[src/rtl/mult_arb_pkg.sv]
// mult_arb_pkg: shared types and constants for the multiplier arbiter.
//   arb_state_t      - arbiter FSM state encoding
//   DEFAULT_*        - default parameter values for mult_arbiter
//   rr_next()        - round-robin pointer advance with wrap
package mult_arb_pkg;

  localparam int unsigned DEFAULT_WIDTH   = 4;
  localparam int unsigned DEFAULT_NUM_REQ = 4;
  localparam int unsigned DEFAULT_TIMEOUT = 32;

  typedef enum logic [1:0] {
    IDLE  = 2'd0,
    ISSUE = 2'd1,
    WAIT  = 2'd2,
    RESP  = 2'd3
  } arb_state_t;

  // Index following idx in a ring of n entries.
  function automatic int unsigned rr_next(input int unsigned idx, input int unsigned n);
    return (idx == n - 1) ? 0 : idx + 1;
  endfunction

endpackage

[src/rtl/mult_arbiter_rr_pick.sv]
// rr_pick: combinational round-robin picker.
//   i_valid  in   NUM_REQ  request vector
//   i_ptr    in   IDX_W    highest-priority index for this pick
//   o_idx    out  IDX_W    first valid index at or after i_ptr (wrapping)
//   o_any    out  1        at least one request is valid
module rr_pick #(
  parameter  int unsigned NUM_REQ = 4,
  localparam int unsigned IDX_W   = $clog2(NUM_REQ)
) (
  input  logic [NUM_REQ-1:0] i_valid,
  input  logic [IDX_W-1:0]   i_ptr,
  output logic [IDX_W-1:0]   o_idx,
  output logic               o_any
);

  logic [IDX_W-1:0] w_cand;

  // Scan from the pointer outward; the first hit wins.
  always_comb begin
    o_idx  = '0;
    o_any  = 1'b0;
    w_cand = '0;
    for (int unsigned k = 0; k < NUM_REQ; k++) begin
      w_cand = IDX_W'((32'(i_ptr) + k) % NUM_REQ);
      if (!o_any && i_valid[w_cand]) begin
        o_any = 1'b1;
        o_idx = w_cand;
      end
    end
  end

endmodule

[src/rtl/mult_arbiter.sv]
// mult_arbiter: shares one start/ready multiplier among NUM_REQ requesters.
// Round-robin grant, operand capture, single job in flight, tagged response.
//
// Ports:
//   clk_in, rst_in         clock, asynchronous active-low reset
//   req_valid/x/y          per-requester request and packed operands
//   req_ready              one-hot accept pulse
//   rsp_valid/id/product   one-cycle result pulse, id and held product
//   rsp_err                watchdog abort flag (valid with rsp_valid)
//   m_start/m_x/m_y        multiplier start pulse and operands
//   m_product/m_ready      multiplier result and done level
//
// Optional feature: define MULT_ARB_TIMEOUT_EN to enable the WAIT-state
// watchdog (TIMEOUT cycles); otherwise rsp_err is tied low.
module mult_arbiter
  import mult_arb_pkg::*;
#(
  parameter  int unsigned NUM_REQ = DEFAULT_NUM_REQ,
  parameter  int unsigned WIDTH   = DEFAULT_WIDTH,
  parameter  int unsigned TIMEOUT = DEFAULT_TIMEOUT,
  localparam int unsigned IDX_W   = $clog2(NUM_REQ)
) (
  input  logic                     clk_in,
  input  logic                     rst_in,
  input  logic [NUM_REQ-1:0]       req_valid,
  input  logic [NUM_REQ*WIDTH-1:0] req_x,
  input  logic [NUM_REQ*WIDTH-1:0] req_y,
  output logic [NUM_REQ-1:0]       req_ready,
  output logic                     rsp_valid,
  output logic [IDX_W-1:0]         rsp_id,
  output logic [2*WIDTH-1:0]       rsp_product,
  output logic                     rsp_err,
  output logic                     m_start,
  output logic [WIDTH-1:0]         m_x,
  output logic [WIDTH-1:0]         m_y,
  input  logic [2*WIDTH-1:0]       m_product,
  input  logic                     m_ready
);

  arb_state_t         r_state;
  arb_state_t         w_state_next;
  logic [IDX_W-1:0]   r_ptr;
  logic [IDX_W-1:0]   r_id;
  logic [IDX_W-1:0]   r_rsp_id;
  logic [WIDTH-1:0]   r_x;
  logic [WIDTH-1:0]   r_y;
  logic [2*WIDTH-1:0] r_product;
  logic               r_m_ready_q;

  logic [IDX_W-1:0]   w_grant_idx;
  logic               w_any;
  logic [WIDTH-1:0]   w_sel_x;
  logic [WIDTH-1:0]   w_sel_y;
  logic               w_accept;
  logic               w_edge;
  logic               w_done;
  logic               w_timeout;
  logic               w_expire;

  rr_pick #(
    .NUM_REQ (NUM_REQ)
  ) u_rr_pick (
    .i_valid (req_valid),
    .i_ptr   (r_ptr),
    .o_idx   (w_grant_idx),
    .o_any   (w_any)
  );

  assign w_sel_x = req_x[32'(w_grant_idx) * WIDTH +: WIDTH];
  assign w_sel_y = req_y[32'(w_grant_idx) * WIDTH +: WIDTH];

  // Only a fresh rising edge counts as completion; a ready level left high
  // by the previous job must not finish the current one.
  assign w_edge = m_ready & ~r_m_ready_q;

  always_comb begin
    w_state_next = r_state;
    req_ready    = '0;
    m_start      = 1'b0;
    rsp_valid    = 1'b0;
    w_accept     = 1'b0;
    w_done       = 1'b0;
    w_timeout    = 1'b0;
    unique case (r_state)
      IDLE: begin
        if (w_any) begin
          req_ready[w_grant_idx] = 1'b1;
          w_accept               = 1'b1;
          w_state_next           = ISSUE;
        end
      end
      ISSUE: begin
        m_start      = 1'b1;
        w_state_next = WAIT;
      end
      WAIT: begin
        // Completion wins if it lands on the same cycle as the watchdog.
        if (w_edge) begin
          w_done       = 1'b1;
          w_state_next = RESP;
        end else if (w_expire) begin
          w_timeout    = 1'b1;
          w_state_next = RESP;
        end
      end
      RESP: begin
        rsp_valid    = 1'b1;
        w_state_next = IDLE;
      end
      default: w_state_next = IDLE;
    endcase
  end

  always_ff @(posedge clk_in or negedge rst_in) begin
    if (!rst_in) begin
      r_state     <= IDLE;
      r_ptr       <= '0;
      r_id        <= '0;
      r_rsp_id    <= '0;
      r_x         <= '0;
      r_y         <= '0;
      r_product   <= '0;
      r_m_ready_q <= 1'b0;
    end else begin
      r_state     <= w_state_next;
      r_m_ready_q <= m_ready;
      if (w_accept) begin
        r_ptr <= IDX_W'(rr_next(32'(w_grant_idx), NUM_REQ));
        r_id  <= w_grant_idx;
        r_x   <= w_sel_x;
        r_y   <= w_sel_y;
      end
      if (w_done) begin
        r_product <= m_product;
        r_rsp_id  <= r_id;
      end else if (w_timeout) begin
        r_product <= '0;
        r_rsp_id  <= r_id;
      end
    end
  end

  assign m_x         = r_x;
  assign m_y         = r_y;
  assign rsp_id      = r_rsp_id;
  assign rsp_product = r_product;

`ifdef MULT_ARB_TIMEOUT_EN
  localparam int unsigned CNT_W = $clog2(TIMEOUT + 1);

  logic [CNT_W-1:0] r_wait_cnt;
  logic             r_err;

  // Counter restarts on every ISSUE so each job gets the full budget.
  always_ff @(posedge clk_in or negedge rst_in) begin
    if (!rst_in) begin
      r_wait_cnt <= '0;
      r_err      <= 1'b0;
    end else begin
      if (r_state == ISSUE) begin
        r_wait_cnt <= '0;
      end else if (r_state == WAIT) begin
        r_wait_cnt <= r_wait_cnt + 1'b1;
      end
      if (w_done) begin
        r_err <= 1'b0;
      end else if (w_timeout) begin
        r_err <= 1'b1;
      end
    end
  end

  assign w_expire = (r_wait_cnt == CNT_W'(TIMEOUT - 1));
  assign rsp_err  = rsp_valid & r_err;
`else
  logic w_unused_timeout;
  assign w_unused_timeout = ^TIMEOUT;
  assign w_expire         = 1'b0;
  assign rsp_err          = 1'b0;
`endif

endmodule

[config.mk]
export PLATFORM = sky130hd
export DESIGN_NAME = mult_arbiter
export DESIGN_NICKNAME = d
export VERILOG_FILES = /design/src/rtl/mult_arb_pkg.sv /design/src/rtl/mult_arbiter_rr_pick.sv /design/src/rtl/mult_arbiter.sv
export SDC_FILE = /design/constraint.sdc
export NUM_CORES = 1
export LEC_CHECK = 0
export BUFFER_PORTS_ARGS = -buffer_cell sky130_fd_sc_hd__buf_2
export CORE_MARGIN = 5
export CORE_UTILIZATION = 40
export DETAILED_ROUTE_END_ITERATION = 6
export GPL_TIMING_DRIVEN = 1
export MAX_ROUTING_LAYER = met4
export PLACE_DENSITY_LB_ADDON = 0.08
export RECOVER_POWER = 25
export SYNTH_ARGS = -nofsm -noshare
export SYNTH_HDL_FRONTEND = slang
export SYNTH_SLANG_ARGS = --single-unit
[constraint.sdc]
create_clock -name clk_in -period 2.2 [get_ports clk_in]
set_clock_uncertainty 0.1 [all_clocks]
set_input_delay 0.33 -clock clk_in [delete_from_list [all_inputs] [get_ports clk_in]]
set_output_delay 0.33 -clock clk_in [all_outputs]
set_load 0.02 [all_outputs]
# ---- Yosys cells after proc, flatten, opt, wreduce, memory -nomap -nowiden
# Cells that the tools add are included.
dict set report totals {
  reg_bits 25
}
dict set report op_classes {
  reduce_logical 9
  eq_ne 6
  n_mux 32
  addsub 4
  shifts 2
  n_lt_le_gt_ge 6
  bitwise_logic 2
}
# op count
set ops {}
lappend ops {{variable part select 16 x 5 -> 4 bit} 2}
lappend ops {{two-way mux 2 bit} 8}
lappend ops {{< comparator 2 x 3 -> 1 bit (second input constant)} 5}
lappend ops {{two-way mux 1 bit} 15}
lappend ops {{binary-select mux 1 bit (select 2 bit)} 4}
lappend ops {{two-way mux 4 bit} 2}
lappend ops {{two-way mux 8 bit} 1}
lappend ops {{one-hot mux 2 bit (4 select lines)} 1}
lappend ops {{== test 2 bit (second input constant)} 3}
lappend ops {{adder 2 x 1 -> 2 bit (second input constant)} 2}
lappend ops {{adder 2 bit (second input constant)} 2}
lappend ops {{logical AND 1 bit} 4}
lappend ops {{logical NOT 1 bit} 3}
lappend ops {{demux 1 bit (select 2 bit)} 1}
lappend ops {{== test 2 x 1 -> 1 bit (second input constant)} 1}
lappend ops {{greater-or-equal comparator 2 x 1 -> 1 bit (second input constant)} 1}
lappend ops {{logical NOT 2 bit} 1}
lappend ops {{inequality test 2 x 1 -> 1 bit (second input constant)} 1}
lappend ops {{inequality test 2 bit (second input constant)} 1}
lappend ops {{AND reduction 2 bit} 1}
lappend ops {{AND 1 bit} 1}
lappend ops {{inverter 1 bit} 1}

# ---- Longest topological paths before layout
dict set report logic_depth {
  depth_word 18
  mapped_depth 7
  ltp_nobuf 7
}

# ---- Hierarchy
# A second synthesis with hierarchy kept.
dict set report unflattened {
  hier_cells 121
  hier_area_um2 1367.6
}
# mod area_each_um2 n_inst seq_area_each_um2 cells_per_inst
set by_module_without_submodules {}
lappend by_module_without_submodules {mult_arbiter 1290.0 1 625.6 106}
lappend by_module_without_submodules {rr_pick 77.6 1 0.0 15}

# ---- Worst setup path after synthesis
# Ideal clock, no wire load.
dict set report synth_path {
  kind {flip-flop to output port}
  from {reg r_ptr[0]}
  to {out req_ready[3]}
  path_stages_with_launch 7
  arrival_ps 1590
  setup_slack_ps 180
  n_path_buf 0
  path_cell_list {dfrtp_1 > and2b_4 > nor4b_4 > nor2_2 > inv_1 > ha_1 > and2_1}
}
dict set report synth_between {
  elab_chain_len 18
  word_cells_on_any_way 32
  classes_between {3 x add/sub; 2 x order compare; 20 x mux; 7 x reduce/logical}
}
# item line_no
set synth_rtl {}
lappend synth_rtl {{start: declaration} mult_arbiter.sv:42} ;# logic [IDX_W-1:0] r_ptr;
lappend synth_rtl {{start signal: assignment} mult_arbiter.sv:128} ;# r_ptr <= IDX_W'(rr_next(32'(w_grant_idx), NUM_REQ));
lappend synth_rtl {{branches (longest 16 deep; another with < comparator 2 x 3 -> 1 bit)} n/a}
lappend synth_rtl {{two-way mux 4 bit (*)} mult_arbiter.sv:86} ;# if (w_any) begin
lappend synth_rtl {{two-way mux 4 bit (*)} mult_arbiter.sv:84} ;# unique case (r_state)
lappend synth_rtl {{end: declaration} mult_arbiter.sv:28} ;# output logic [NUM_REQ-1:0] req_ready,
# Mark *: on every way between the ends. The select of a mux whose other input is x is not followed.

# ---- Worst setup path in the final report
# Ends and elaborated chain as after synthesis.

==> results.md <==
- Filler instances: 368
- Final antenna-violating net count: 0
- CP max-delay cell: dfrtp_1
- Drt first pass iters: 4
- Largest net degree at the start of global routing: 26
- Crit path cell chain: and2b_4 > nor4b_4 > nor2_2 > inv_2 > ha_4 > and2_4 > buf_6
- Met1 GRT Util: around 19%
- Vias per cell: 5.16
- Switching share of power: 43.5%
- Max Slew Vio Count: 0
- Peak Freq: approximately 0.47 GHz
- Synth top area cells: dfrtp_1 (42%), mux2_2 (7.6%), a221oi_1 (4.7%)
- DRT iter0 DRCs: 50
- Gr ovfl total: 0
- M3 GR Usage: under 10%
- Hold WC Path Type: primary input to register
- Clock Latency Late Sink: 260 ps
- Fin Setup TNS: 0 ps
- Port-buffer cells: 70
- Crit path time final: 2140 ps
- Syn nets: 201
- Post-synthesis mux area share: 7.58%
- H-tree depth: 1
- Seq pwr share: 31.5%
- Clock buffer count from CTS: 3
- Area share of fa/ha/maj cells after synthesis: 4.21%
- Pwr dens: between 1000 and 1500 nW/µm²
- Post-synth cell types: 37
- #FFs+latches synth: 25
- Routed via count: between 1000 and 1500
- Max Fanout on Critical Path: 4
- Vias in the first global route: 1479
- Setup repair after global routing missed its margin: yes
- Relative slew slack: 62.1%
- Compound-Gate Fraction of Synth Area: 18.7%
- Root buf cell: clkbuf_8
- Clk pin slew, worst setup/hold paths: 90 ps
- Starting density of the core: 40.9%
- Final setup fails: 0
- XOR/XNOR Fraction of Synth Area: 0%
- Final hold vios: 0
- Hold_ws: 101 ps
- Worst ir drop on vdd: 654 µV
- Mean post-synth cell area: 9.98 µm²
- Leakage: ~0.0010 µW
- Diode count: 0
- Seq/Total Area, Yosys: 42.1%
- Drt drc: 0
- Logic pwr share: 58.3%
- Multi-input logic area: 837 µm²
- Core area: 3630 µm²
- I/O pin count: 72
- Wire per inst: 14.3 µm
- CP peak stage delay: 420 ps
- CP startpoint kind: register
- CTS tree: built
- Sw power: 1140 µW
- Clock Sinks: 25
- Total power: around 2600 µW
- GRT Max-Usage Layer: met2
- Global-route wire length before repair: 6540 µm
- Largest family of logic cells by synthesized area: simple AND/OR/NAND/NOR gates
- Simple-gate area share of the yosys netlist: about a quarter
- WP data arrival: ~1700 ps
- Worst Setup Path Type: register to output pin
- Layout cell share with drive strength beyond 1: 46.9%
- Post-Synthesis Cell Area: 1490 µm²
- Row count: 22
- WP data required: around 1800 ps
- Total track usage: 16.1%
- Sequential cell area: 627 µm²
- Outcome: complete, no violations
- # nets final: 277
- Initial antenna violation count: 0
- Max_cap viols: 0
- Cells after synthesis: 149
- Clock power share: 10.2%
- Slew @ Worst Pin: around 570 ps
- Synthesis Warnings: 0
- Largest area contributor in the netlist: dfrtp_1
- GP Congestion: slightly below 0.9
- Post-synth top area share: 42.1%
- Die H: roughly 71 µm
- Met2 Usage GRT: 27.4%
- Final wirelength: 3880 µm
- CP Capture Type: output pin
- Die W: 71.0 µm
- Area Overhead vs Synth: 35.7%
- Die Footprint: about 5000 µm²
- Crit share post-route: 97.2%
- Deepest clock path buffer count: 2
- P_int: approximately 1500 µW
==> layout make-up <==
cell class | count | share of cell area, %
Inverter | 4 | 0.744
Timing Repair Buffer | 80 | 21.5
Sequential cell | 25 | 31.1
Tap cell | 48 | 2.98
Clock buffer | 4 | 2.23
Multi-Input combinational cell | 111 | 41.5
==> sequential cells by signal (all words and copies together), names as in the netlist <==
signal	count
r_m_ready_q	1
r_ptr	2
rsp_product	8
m_x	4
m_y	4
r_state	2
rsp_id	2
r_id	2
==> routing by layer <==
| metal | share of wire (%) | vias to the layer above |
|---|---|---|
| li1 | - | 692 |
| met1 | 42 | 663 |
| met2 | 51 | 47 |
| met3 | 6.7 | 2 |
| met4 | 0.36 | 0 |
| met5 | 0 | - |
==> critical path, delay by kind of cell (launching register included) <==
kind	cells	cell delay [ps]
adder cells (fa/ha/maj)	1	130
buffers and inverters	2	210
flip-flops	1	420
AND/OR/NAND/NOR	4	680
==> logic make-up (layout without fill, tap and decap cells) <==
family                   count (synthesis)  count (layout)
AND/OR/NAND/NOR                         58              58
flip-flops                              25              25
multiplexers                            10              10
other                                    1               1
AO/OA/AOI/OAI                           37              37
buffers and inverters                   13              88
adder cells (fa/ha/maj)                  5               5
==> Yosys cell counts <==
| cell type | instances |
|---|---|
| inv_1 | 4 |
| and3_1 | 9 |
| a21o_1 | 1 |
| nand2b_1 | 1 |
| o21a_1 | 1 |
| buf_4 | 1 |
| ha_1 | 5 |
| and2b_4 | 1 |
| a21oi_1 | 1 |
| conb_1 | 1 |
| o41ai_1 | 1 |
| clkbuf_1 | 5 |
| nor2_1 | 6 |
| nand3b_1 | 1 |
| mux2_2 | 10 |
| or4_1 | 1 |
| o32a_4 | 1 |
| a21boi_1 | 1 |
| a32oi_1 | 1 |
| nor4b_4 | 1 |
| a221oi_1 | 8 |
| nand3_1 | 8 |
| nor2b_1 | 10 |
| a21boi_0 | 1 |
| nor2b_2 | 1 |
| and2_1 | 1 |
| o31ai_1 | 8 |
| or4b_1 | 1 |
| nor2_2 | 2 |
| dfrtp_1 | 25 |
| nor4_4 | 1 |
| buf_2 | 3 |
| a22o_1 | 1 |
| o21ai_1 | 4 |
| nand2_1 | 14 |
| o22a_1 | 1 |
| o21ai_0 | 7 |
==> power by group through the flow <==
stage          clock network, µW  logic, µW  registers, µW
6_report                     267       1530            826
5_1_grt                      293       1700            862
4_1_cts                      275       1510            827
3_5_place_dp                   0       1490            837
3_3_place_gp                   0       1450            822
2_1_floorplan                  0        807           1020
==> repair_timing <==
action	CTS	global route
hold endpoints to repair	25	0
hold buffers	1	0
setup endpoints to repair	2	1
resized for setup	3	8
setup buffers	1	1
pin swaps	0	3
==> placed cells by master (no fill, tap or decap), drive strengths merged, types with 2 or more instances in the layout <==
cell type and instances:
a21boi 2, a221oi 8, and3 9, buf 78, clkbuf 5, dfrtp 25
ha 5, inv 4, mux2 10, nand2 14, nand3 8, nor2 8
nor2b 11, o21ai 11, o31ai 8
==> through the flow <==
stage          setup slack, ps  area [µm²]  instances  utilization [%]
2_1_floorplan              180        1490        149                -
3_3_place_gp               173        1920        265             52.7
6_report                  61.2        2020        272             55.5
3_5_place_dp               131        1920        265             52.7
5_1_grt                  -17.0        2020        272             55.5
4_1_cts                   1.46        1980        271             54.5
==> worst paths after layout <==
| path | startpoint | end | slack (ps) | depth (start not counted) |
|---|---|---|---|---|
| min in group asynchronous | rst_in | rsp_id[1] | 490 | 2 |
| max in group asynchronous | rst_in | r_ptr[1] | 1110 | 2 |
| min | m_ready | r_m_ready_q | 100 | 1 |
| max reg2reg | r_ptr[0] | m_x[0] | 280 | 5 |
| min reg2reg | m_x[0] | m_x[0] | 380 | 2 |
| max | r_ptr[0] | req_ready[3] | 60 | 7 |
Note: power is estimated with default switching activity, not from simulation.
